<file path="src/rtl/tilt_position_ctrl.sv">
// Tilt-driven position counter: debounces accelerometer tilt flags at the sample rate
// and steps a saturating position with an immediate first step and auto-repeat.
module tilt_position_ctrl #(
   parameter int CLK_HZ    = 50_000_000,
   parameter int SAMPLE_HZ = 100,
   parameter int DEBOUNCE  = 4,
   parameter int REPEAT    = 10,
   parameter int POS_W     = 4,
   parameter int POS_MAX   = 15,
   parameter int POS_INIT  = 8
) (
   input  logic             clk,
   input  logic             rst,
   input  logic             left,
   input  logic             right,
   input  logic             middle,
   input  logic             recenter,
   output logic [POS_W-1:0] pos,
   output logic [POS_MAX:0] led,
   output logic             at_min,
   output logic             at_max,
   output logic             step,
   output logic [1:0]       dir
);

   localparam int SAMPLE_DIV = CLK_HZ / SAMPLE_HZ;
   localparam int DIV_W      = $clog2(SAMPLE_DIV);
   localparam int DCNT_W     = $clog2(DEBOUNCE + 1);
   localparam int RCNT_W     = $clog2(REPEAT + 1);

   localparam logic [1:0] DIR_N = 2'b00;
   localparam logic [1:0] DIR_R = 2'b01;
   localparam logic [1:0] DIR_L = 2'b10;

   typedef enum logic [1:0] {IDLE = 2'b00, HOLD_L = 2'b01, HOLD_R = 2'b10} state_t;

   logic [DIV_W-1:0]  div_r;
   logic              tick_s;
   logic [1:0]        raw_s;
   logic [1:0]        cand_r, cand_nxt_s;
   logic [DCNT_W-1:0] dcnt_r, dcnt_nxt_s;
   logic              commit_s;
   state_t            state_r, state_nxt_s;
   logic [RCNT_W-1:0] rcnt_r, rcnt_nxt_s;
   logic [1:0]        dir_r, dir_nxt_s;
   logic              step_req_s, step_up_s;
   logic [POS_W-1:0]  pos_r, pos_nxt_s;
   logic              step_r, step_nxt_s;
   logic              unused_s;

   assign unused_s = middle;
   assign tick_s   = (div_r == DIV_W'(SAMPLE_DIV - 1));

   // Sample-rate divider
   always_ff @(posedge clk) begin
      if (rst) begin
         div_r <= '0;
      end else if (tick_s) begin
         div_r <= '0;
      end else begin
         div_r <= div_r + DIV_W'(1);
      end
   end

   // Raw tilt decode; both or neither asserted means neutral
   always_comb begin
      raw_s = DIR_N;
      if (left && !right) begin
         raw_s = DIR_L;
      end else if (right && !left) begin
         raw_s = DIR_R;
      end else begin
         raw_s = DIR_N;
      end
   end

   // Debounce candidate tracking and commit detection
   always_comb begin
      cand_nxt_s = cand_r;
      dcnt_nxt_s = dcnt_r;
      if (tick_s) begin
         if (raw_s == cand_r) begin
            if (dcnt_r != DCNT_W'(DEBOUNCE)) begin
               dcnt_nxt_s = dcnt_r + DCNT_W'(1);
            end else begin
               dcnt_nxt_s = dcnt_r;
            end
         end else begin
            cand_nxt_s = raw_s;
            dcnt_nxt_s = DCNT_W'(1);
         end
      end else begin
         cand_nxt_s = cand_r;
      end
      commit_s = tick_s && (dcnt_nxt_s == DCNT_W'(DEBOUNCE)) && (cand_nxt_s != dir_r);
   end

   // Hold FSM: immediate step on commit, auto-repeat every REPEAT ticks
   always_comb begin
      state_nxt_s = state_r;
      rcnt_nxt_s  = rcnt_r;
      dir_nxt_s   = dir_r;
      step_req_s  = 1'b0;
      step_up_s   = 1'b0;
      if (commit_s) begin
         dir_nxt_s  = cand_nxt_s;
         rcnt_nxt_s = '0;
         case (cand_nxt_s)
            DIR_L: begin
               state_nxt_s = HOLD_L;
               step_req_s  = 1'b1;
            end
            DIR_R: begin
               state_nxt_s = HOLD_R;
               step_req_s  = 1'b1;
               step_up_s   = 1'b1;
            end
            default: state_nxt_s = IDLE;
         endcase
      end else if (tick_s) begin
         case (state_r)
            HOLD_L, HOLD_R: begin
               step_up_s = (state_r == HOLD_R);
               if (rcnt_r == RCNT_W'(REPEAT - 1)) begin
                  rcnt_nxt_s = '0;
                  step_req_s = 1'b1;
               end else begin
                  rcnt_nxt_s = rcnt_r + RCNT_W'(1);
               end
            end
            default: rcnt_nxt_s = rcnt_r;
         endcase
      end else begin
         state_nxt_s = state_r;
      end
   end

   // Saturating position update; recenter wins and suppresses the step pulse
   always_comb begin
      pos_nxt_s  = pos_r;
      step_nxt_s = 1'b0;
      if (recenter) begin
         pos_nxt_s = POS_W'(POS_INIT);
      end else if (step_req_s) begin
         if (step_up_s) begin
            if (pos_r != POS_W'(POS_MAX)) begin
               pos_nxt_s  = pos_r + POS_W'(1);
               step_nxt_s = 1'b1;
            end else begin
               pos_nxt_s = pos_r;
            end
         end else if (pos_r != POS_W'(0)) begin
            pos_nxt_s  = pos_r - POS_W'(1);
            step_nxt_s = 1'b1;
         end else begin
            pos_nxt_s = pos_r;
         end
      end else begin
         pos_nxt_s = pos_r;
      end
   end

   // Control and position state registers
   always_ff @(posedge clk) begin
      if (rst) begin
         cand_r  <= DIR_N;
         dcnt_r  <= '0;
         state_r <= IDLE;
         rcnt_r  <= '0;
         dir_r   <= DIR_N;
         pos_r   <= POS_W'(POS_INIT);
         step_r  <= 1'b0;
      end else begin
         cand_r  <= cand_nxt_s;
         dcnt_r  <= dcnt_nxt_s;
         state_r <= state_nxt_s;
         rcnt_r  <= rcnt_nxt_s;
         dir_r   <= dir_nxt_s;
         pos_r   <= pos_nxt_s;
         step_r  <= step_nxt_s;
      end
   end

   assign pos    = pos_r;
   assign dir    = dir_r;
   assign step   = step_r;
   assign led    = {{POS_MAX{1'b0}}, 1'b1} << pos_r;
   assign at_min = (pos_r == POS_W'(0));
   assign at_max = (pos_r == POS_W'(POS_MAX));

endmodule

</file>
<file path="config.mk">
export PLATFORM = sky130hd
export DESIGN_NAME = tilt_position_ctrl
export DESIGN_NICKNAME = d
export VERILOG_FILES = /design/src/rtl/tilt_position_ctrl.sv
export SDC_FILE = /design/constraint.sdc
export NUM_CORES = 1
export LEC_CHECK = 0
export CORE_ASPECT_RATIO = 0.5
export CORE_MARGIN = 1
export CORE_UTILIZATION = 40
export DETAILED_ROUTE_END_ITERATION = 8
export DONT_BUFFER_PORTS = 1
export GPL_TIMING_DRIVEN = 0
export PLACE_DENSITY_LB_ADDON = 0.12
export SLEW_MARGIN = 20
export SYNTH_ARGS = -nofsm -noshare
export SYNTH_HDL_FRONTEND = slang
export SYNTH_SLANG_ARGS = --single-unit
</file>
<file path="constraint.sdc">
create_clock -name clk -period 10.9 [get_ports clk]
set_clock_uncertainty 0.05 [all_clocks]
set_input_delay 3.27 -clock clk [delete_from_list [all_inputs] [get_ports clk]]
set_output_delay 3.27 -clock clk [all_outputs]
set_load 0.05 [all_outputs]
</file>
==> results of run 1 <==
registers in the layout, summed over array words and instances (netlist names):
| signal | flops |
|---|---|
| cand_r | 2 |
| dcnt_r | 3 |
| dir | 2 |
| div_r | 19 |
| pos | 4 |
| rcnt_r | 4 |
| state_r | 2 |
| step | 1 |
metrics by stage:
| stage | instances | power, mW | setup slack (ps) | cell area (sq um) | util (%) |
|---|---|---|---|---|---|
| 2_1_floorplan | 263 | 0.1453 | 5092 | 2163 | - |
| 3_3_place_gp | 333 | 0.1470 | 4824 | 2251 | 44.42 |
| 3_5_place_dp | 334 | 0.1470 | 4726 | 2301 | 45.41 |
| 4_1_cts | 342 | 0.2670 | 5022 | 2412 | 47.60 |
| 5_1_grt | 342 | 0.2741 | 4870 | 2421 | 47.78 |
| 6_report | 342 | 0.2645 | 5027 | 2421 | 47.78 |
synthesized netlist by cell type (2+ instances only):
cell / n
nor4_1: 7
nor4bb_1: 3
nand2_1: 17
nor2_1: 36
o211ai_1: 2
o21ai_1: 2
clkbuf_8: 2
or3_1: 4
xor2_1: 11
nand2b_1: 7
mux2i_1: 5
a311oi_1: 2
nor2b_1: 3
or4b_4: 2
o21ai_0: 7
nand4b_1: 3
a211oi_1: 2
nand4_1: 3
clkbuf_1: 6
dfxtp_1: 37
xnor2_1: 10
and2_2: 2
inv_1: 12
nand3_1: 15
and3_1: 5
nor3_2: 2
nor3_1: 15
a21oi_1: 15
ha_1: 7
area by class of cell:
cell class / count / area [sq um] / share of cell area [%]
clock buffers: 6 / 72.57 / 2.997
well taps: 70 / 87.58 / 3.618
repair buffers: 1 / 7.507 / 0.3101
inverters: 12 / 45.04 / 1.860
flip-flops and latches: 37 / 740.7 / 30.59
plain buffers: 10 / 71.32 / 2.946
multi-input cells: 204 / 1358 / 56.07
clock inverters: 2 / 38.79 / 1.602
routing by layer:
| layer | vias up | GRT usage, % | share of wire (%) |
|---|---|---|---|
| li1 | 947 | - | - |
| met1 | 834 | 18.90 | 48 |
| met2 | 35 | 32.24 | 47 |
| met3 | 7 | 5.206 | 4.2 |
| met4 | 0 | 6.250 | 0.97 |
| met5 | - | 0 | 0 |
power breakdown:
group | switching (mW) | total [mW] | internal, mW | leakage, nW
Combinational | 0.00433 | 0.00706 | 0.00273 | 0.480
Sequential | 0.000751 | 0.137 | 0.136 | 0.299
Clock | 0.0520 | 0.121 | 0.0687 | 0.0554
path summary, 6_finish.rpt:
check,from,to,slack (ps)
worst max register to register,div_r[0],pos[2],7020
worst min register to register,div_r[0],div_r[0],400
worst min-delay path,div_r[0],div_r[0],400
worst max-delay path,left,pos[2],5030
kinds of logic (layout without fill, tap and decap cells):
logic type | Yosys count | in the layout | synth area share (%)
AOI/OAI and AO/OA | 38 | 38 | 11.74
xor gates and xnor gates | 21 | 21 | 8.502
adders and majority gates | 7 | 7 | 4.048
buffers and inverters | 22 | 31 | 5.379
DFF | 37 | 37 | 34.24
muxes | 5 | 5 | 2.314
and+or+nand+nor | 133 | 133 | 33.78
==> reports/summary.txt, run 1 <==
Outcome = finished clean
Setup crit end kind = register
Area grow syn2layout = 11.91%
Slowest stage cell on the critical path = o41ai_1
Fillers = 498
All-layer global routing usage = 17.09%
H-tree Lvls = 2
PwrDens = 109.2 nW/um^2
Worst vdd ir = 0.04867 mV
Pre-antenna DRT Iters = 4
Initial DRC Count = 46
CTS Buf Count = 5
Critical path startpoint category = input port
Top post-synthesis cells by area = dfxtp_1 34%, nor2_1 6.2%, xor2_1 4.5%
Top cell type's share of synthesized area = 34.24%
Cell Area, Synth = 2163 sq um
Most common cell after layout, fill and taps aside = dfxtp_1
CP required = 11,060 ps
Post-route setup TNS = 0 ps
DR vias = 1,823
Commonest cells after routing, fill and taps aside = 37 x dfxtp_1, 36 x nor2_1, 17 x nand2_1
Gate Count Post-Synth = 263
CP cell instances = xor2_1 > a211o_2 > nand4_1 > and4bb_2 > o41ai_1 > o21a_2 > xor2_1 > ha_1 > nor2_1 > mux2i_1 > o211ai_1 > o31ai_1
Layout cell share with drive strength beyond 1 = 13.24%
Largest net degree at the start of global routing = 13
Hold Vio Cnt, Final = 0
Hold buffer count at CTS = 0
Io pins = 31
CTS root buffer = clkbuf_8
Final hold slack = 400.9 ps
#FFs+latches synth = 37
Crit Path Category = in -> reg
Final setup viols = 0
Post-CTS resize count = 0
Avg Vias per Cell = 5.330
Max-Cap Viols = 0
LEAKAGE = 0.8338 nW
Max Root-Sink Buffers = 2
Synth Flop Type = dfxtp_1
Fin. max-slew vios = 0
ANT cells = 0
Total clock sinks = 37
First-pass GRT wire length = 7.396 mm
DR WL/cell = 13.23 microns
Clock latency on the worst-skew pair = 290 ps
CP Max Fanout = 6
Leading area contributor after synthesis = dfxtp_1
Setup bufs post-CTS = 0
Hold path depth = 1
Most used cell, CP = xor2_1
RSZ-0062 raised after global routing = no
Reg clk slew, reported paths = 80 ps
Net Count, Synth = 276
Fmax = 170.3 MHz
Yosys warns = 0
Row count = 18
Nets@finish = 284
Signal arrival time at the worst endpoint = 6040 ps
Crit-path leading delay family = compound AO/OA/AOI/OAI gates
Number of flops mapped to enable cells by yosys = 0
Max-slew headroom = 40.85%
Crit share post-route = 53.88%
Post-DP HPWL = 3.380 mm
Initial core utilization = 42.69%
Die Y = 54 microns
Ys async rst share = 0%
Tmin final = 5873 ps
Register area share after synthesis = 34.24%
Port bufs = 0
CTS tree = yes
Overall routed net length = 4.524 mm
Initial antenna violation count = 0
Vias in the first global route = 1,623
Worst Hold Class = reg -> reg
Antenna viol nets, final = 0
GRT overflow = 0
Core Region = 5067 sq um
Worst Tran Pin Value = 883.9 ps
Die X = 106 microns
WP buf/inv = 0
FF-to-FF path depth = 13
Placer congestion estimate = 0.7447
Crit path depth = 12
Post-route DRC = 0
CP peak stage delay = 600 ps
Synth cell types = 48
Synth Area per Inst = 8.226 sq um
Die area = 5724 sq um
No activity file was read; power rests on OpenSTA's default activity.
==> run 2, diff against run 1 <==
==> constraint.sdc (replaced) <==
create_clock -name clk -period 4.8 [get_ports clk]
set_clock_uncertainty 0.05 [all_clocks]
set_input_delay 1.44 -clock clk [delete_from_list [all_inputs] [get_ports clk]]
set_output_delay 1.44 -clock clk [all_outputs]
set_load 0.05 [all_outputs]
==> results of run 2 <==
The final DEF is identical to that of run 1. Status: finished clean.
Among the figures that moved: setup slack after placement 4726 ps -> 455.8 ps; setup slack after layout 5027 ps -> 757.2 ps; register-to-register setup slack 7020 ps -> 920 ps; total power 0.2645 mW -> 0.6006 mW; worst IR drop on VDD 0.04867 mV -> 0.1105 mV
==> run 3, diff against run 2 <==
==> constraint.sdc (replaced) <==
create_clock -name clk -period 3.4 [get_ports clk]
set_clock_uncertainty 0.05 [all_clocks]
set_input_delay 1.02 -clock clk [delete_from_list [all_inputs] [get_ports clk]]
set_output_delay 1.02 -clock clk [all_outputs]
set_load 0.05 [all_outputs]
==> run 3 against run 2 <==
Net effect:
- the flow now finishes with violations (setup timing)
- cell count increased by 1.8%
- via count increased by 4.0%
- design area increased by 7.0%
- core utilization increased by 3.4 points
- total power increased by 34%
- register-to-register slack got worse by 960 ps
- non-clock buffer count increased by 6
- largest power group unchanged
==> reports/summary.txt, run 3 (synthesized netlist as in run 1, its figures left out) <==
All-layer global routing usage = 17.32% (was 17.09%)
Pre-antenna DRT Iters = 4 (unchanged)
Fin. max-slew vios = 0 (unchanged)
Placer congestion estimate = 0.7310 (was 0.7447)
Combinational power share = 3.1% (was 2.7%)
Core Region = 5067 sq um (unchanged)
Port bufs = 0 (unchanged)
Worst Hold Class = reg -> reg (unchanged)
Worst Tran Pin Value = 893.8 ps (was 883.9 ps)
Row count = 18 (unchanged)
RSZ-0062 raised after global routing = yes (was no)
Critical path startpoint category = input port (unchanged)
Crit share post-route = 101.6%
P_sw = 0.1781 mW (was 0.1296 mW)
Commonest cells after routing, fill and taps aside = 35 x dfxtp_1, 29 x nor2_1, 16 x nand2_1 (was 37 x dfxtp_1, 36 x nor2_1, 17 x nand2_1)
Post-route DRC = 0 (unchanged)
Initial antenna violation count = 0 (unchanged)
Most common cell after layout, fill and taps aside = dfxtp_1 (unchanged)
Initial core utilization = 42.69% (unchanged)
Total clock sinks = 37 (unchanged)
Tmin final = 3456 ps
Die area = 5724 sq um (unchanged)
Overall routed net length = 4.852 mm (was 4.524 mm)
LEAKAGE = 0.9552 nW (was 0.8338 nW)
Design Area, Final = 2591 sq um (was 2421 sq um)
Place WS = -382.4 ps (was 455.8 ps)
Biggest register = div_r (unchanged)
CP Max Fanout = 5 (was 6)
Max-Cap Viols = 0 (unchanged)
Final setup viols = 1 (was 0)
Layout cell share with drive strength beyond 1 = 23.02% (was 13.24%)
Crit Path Category = in -> reg (unchanged)
H-tree Lvls = 2 (unchanged)
Antenna viol nets, final = 0 (unchanged)
Post-route setup TNS = -56.05 ps (was 0 ps)
Vias in the first global route = 1,676 (was 1,623)
Hold path depth = 1 (unchanged)
Hold Vio Cnt, Final = 0 (unchanged)
Io pins = 31 (unchanged)
Fillers = 482 (was 498)
Hold buffer count at CTS = 0 (unchanged)
Signal arrival time at the worst endpoint = 3590 ps (was 4210 ps)
Area grow syn2layout = 19.78% (was 11.91%)
Share of power burned in registers = 54.3% (was 51.7%)
CTS Buf Count = 5 (unchanged)
Clk pwr share = 42.6% (was 45.6%)
Switching Share = 22.05% (was 21.58%)
Nets@finish = 290 (was 284)
CP required = 3530 ps (was 4960 ps)
ANT cells = 0 (unchanged)
Fmax = 289.3 MHz
First-pass GRT wire length = 7.562 mm (was 7.396 mm)
Failing checks = setup timing
Internal = 0.6295 mW (was 0.4710 mW)
Placement Cell Area = 2318 sq um (was 2301 sq um)
DR vias = 1,896 (was 1,823)
Max Root-Sink Buffers = 2 (unchanged)
Reg clk slew, reported paths = 80 ps (about the same)
PwrDens = 311.7 nW/um^2 (was 248.1 nW/um^2)
Max-slew headroom = 40.19% (was 40.85%)
Setup crit end kind = register (unchanged)
Largest net degree at the start of global routing = 12 (was 13)
Outcome = finished, violations left (was finished clean)
GRT overflow = 0 (unchanged)
Post-DP HPWL = 3.456 mm (was 3.380 mm)
Avg Vias per Cell = 5.448 (was 5.330)
Final WS setup = -56.05 ps (was 757.2 ps)
Initial DRC Count = 57 (was 46)
Max FFs per register = 19 (unchanged)
Clock latency on the worst-skew pair = 290 ps (about the same)
FF-to-FF path depth = 15 (was 13)
CTS root buffer = clkbuf_8 (unchanged)
Worst vdd ir = 0.1438 mV (was 0.1105 mV)
DR WL/cell = 13.94 microns (was 13.23 microns)
Die X = 106 microns (unchanged)
CTS tree = yes (unchanged)
Die Y = 54 microns (unchanged)
==> run 3: cell count changes in the layout (fill, tap and decap cells not counted), moves of 4 or more <==
cell      change
nor3_4        +5
nor2_1        -7
buf_4         +5
clkbuf_1      -4
nor2_2        +7
nor3_2        -5
==> run 3: final cells by class <==
type | count | area [sq um] | share of cell area, %
Buffer | 9 | 70.07 | 2.704
Clock buffer | 7 | 96.34 | 3.718
Clock inverter | 1 | 5.005 | 0.1931
Inverter | 12 | 45.04 | 1.738
Multi-Input combinational cell | 204 | 1484 | 57.27
Sequential cell | 37 | 743.2 | 28.68
Tap cell | 70 | 87.58 | 3.380
Timing Repair Buffer | 8 | 60.06 | 2.318
==> run 3: worst max-delay path, cell delays in order <==
cell and delay (ps):
xor2_1 140, a211o_2 370, nand4_1 120, buf_6 130, and4bb_2 260, or4_4 550, o21a_4 220, xor2_1 140
ha_1 190, nor2_1 80, mux2i_1 90, o211ai_1 170, o31ai_1 90
==> run 3: final timing paths <==
kind / start / endpoint / slack (ps)
worst max-delay path: left / pos[2] / -60
worst min register to register: div_r[0] / div_r[0] / 410
worst min-delay path: div_r[0] / div_r[0] / 410
worst max register to register: dcnt_r[0] / pos[2] / -40
==> run 3: per-stage QoR <==
step	hold WS, ps	std cells	util [%]	power, mW
2_1_floorplan	367.5	263	-	0.4658
3_3_place_gp	377.9	333	44.69	0.4712
3_5_place_dp	394.1	335	45.75	0.4717
4_1_cts	405.3	345	49.14	0.8163
5_1_grt	431.5	348	51.14	0.8369
6_report	406.2	348	51.14	0.8076
==> run 3: power by group through the flow <==
stage / Clock [mW] / Sequential, mW / Combinational, mW
2_1_floorplan: 0 / 0.448 / 0.0178
3_3_place_gp: 0 / 0.448 / 0.0228
3_5_place_dp: 0 / 0.449 / 0.0230
4_1_cts: 0.355 / 0.438 / 0.0233
5_1_grt: 0.370 / 0.439 / 0.0277
6_report: 0.344 / 0.439 / 0.0249
==> run 3: routing by layer <==
| metal | vias up | wire length, microns | part of all wire (%) | global-route usage (%) |
|---|---|---|---|---|
| li1 | 958 | - | - | - |
| met1 | 882 | 2285 | 47 | 19.87 |
| met2 | 48 | 2330 | 48 | 32.14 |
| met3 | 8 | 193 | 4.0 | 5.085 |
| met4 | 0 | 42 | 0.87 | 5.556 |
| met5 | - | 0 | 0 | 0 |
==> run 3: repair_timing <==
| item | 4_1_cts | 5_1_grt |
|---|---|---|
| setup buffers | 3 | 3 |
| pin swaps | 1 | 5 |
| resized for setup | 11 | 20 |
| endpoints found under the setup margin | 14 | 14 |
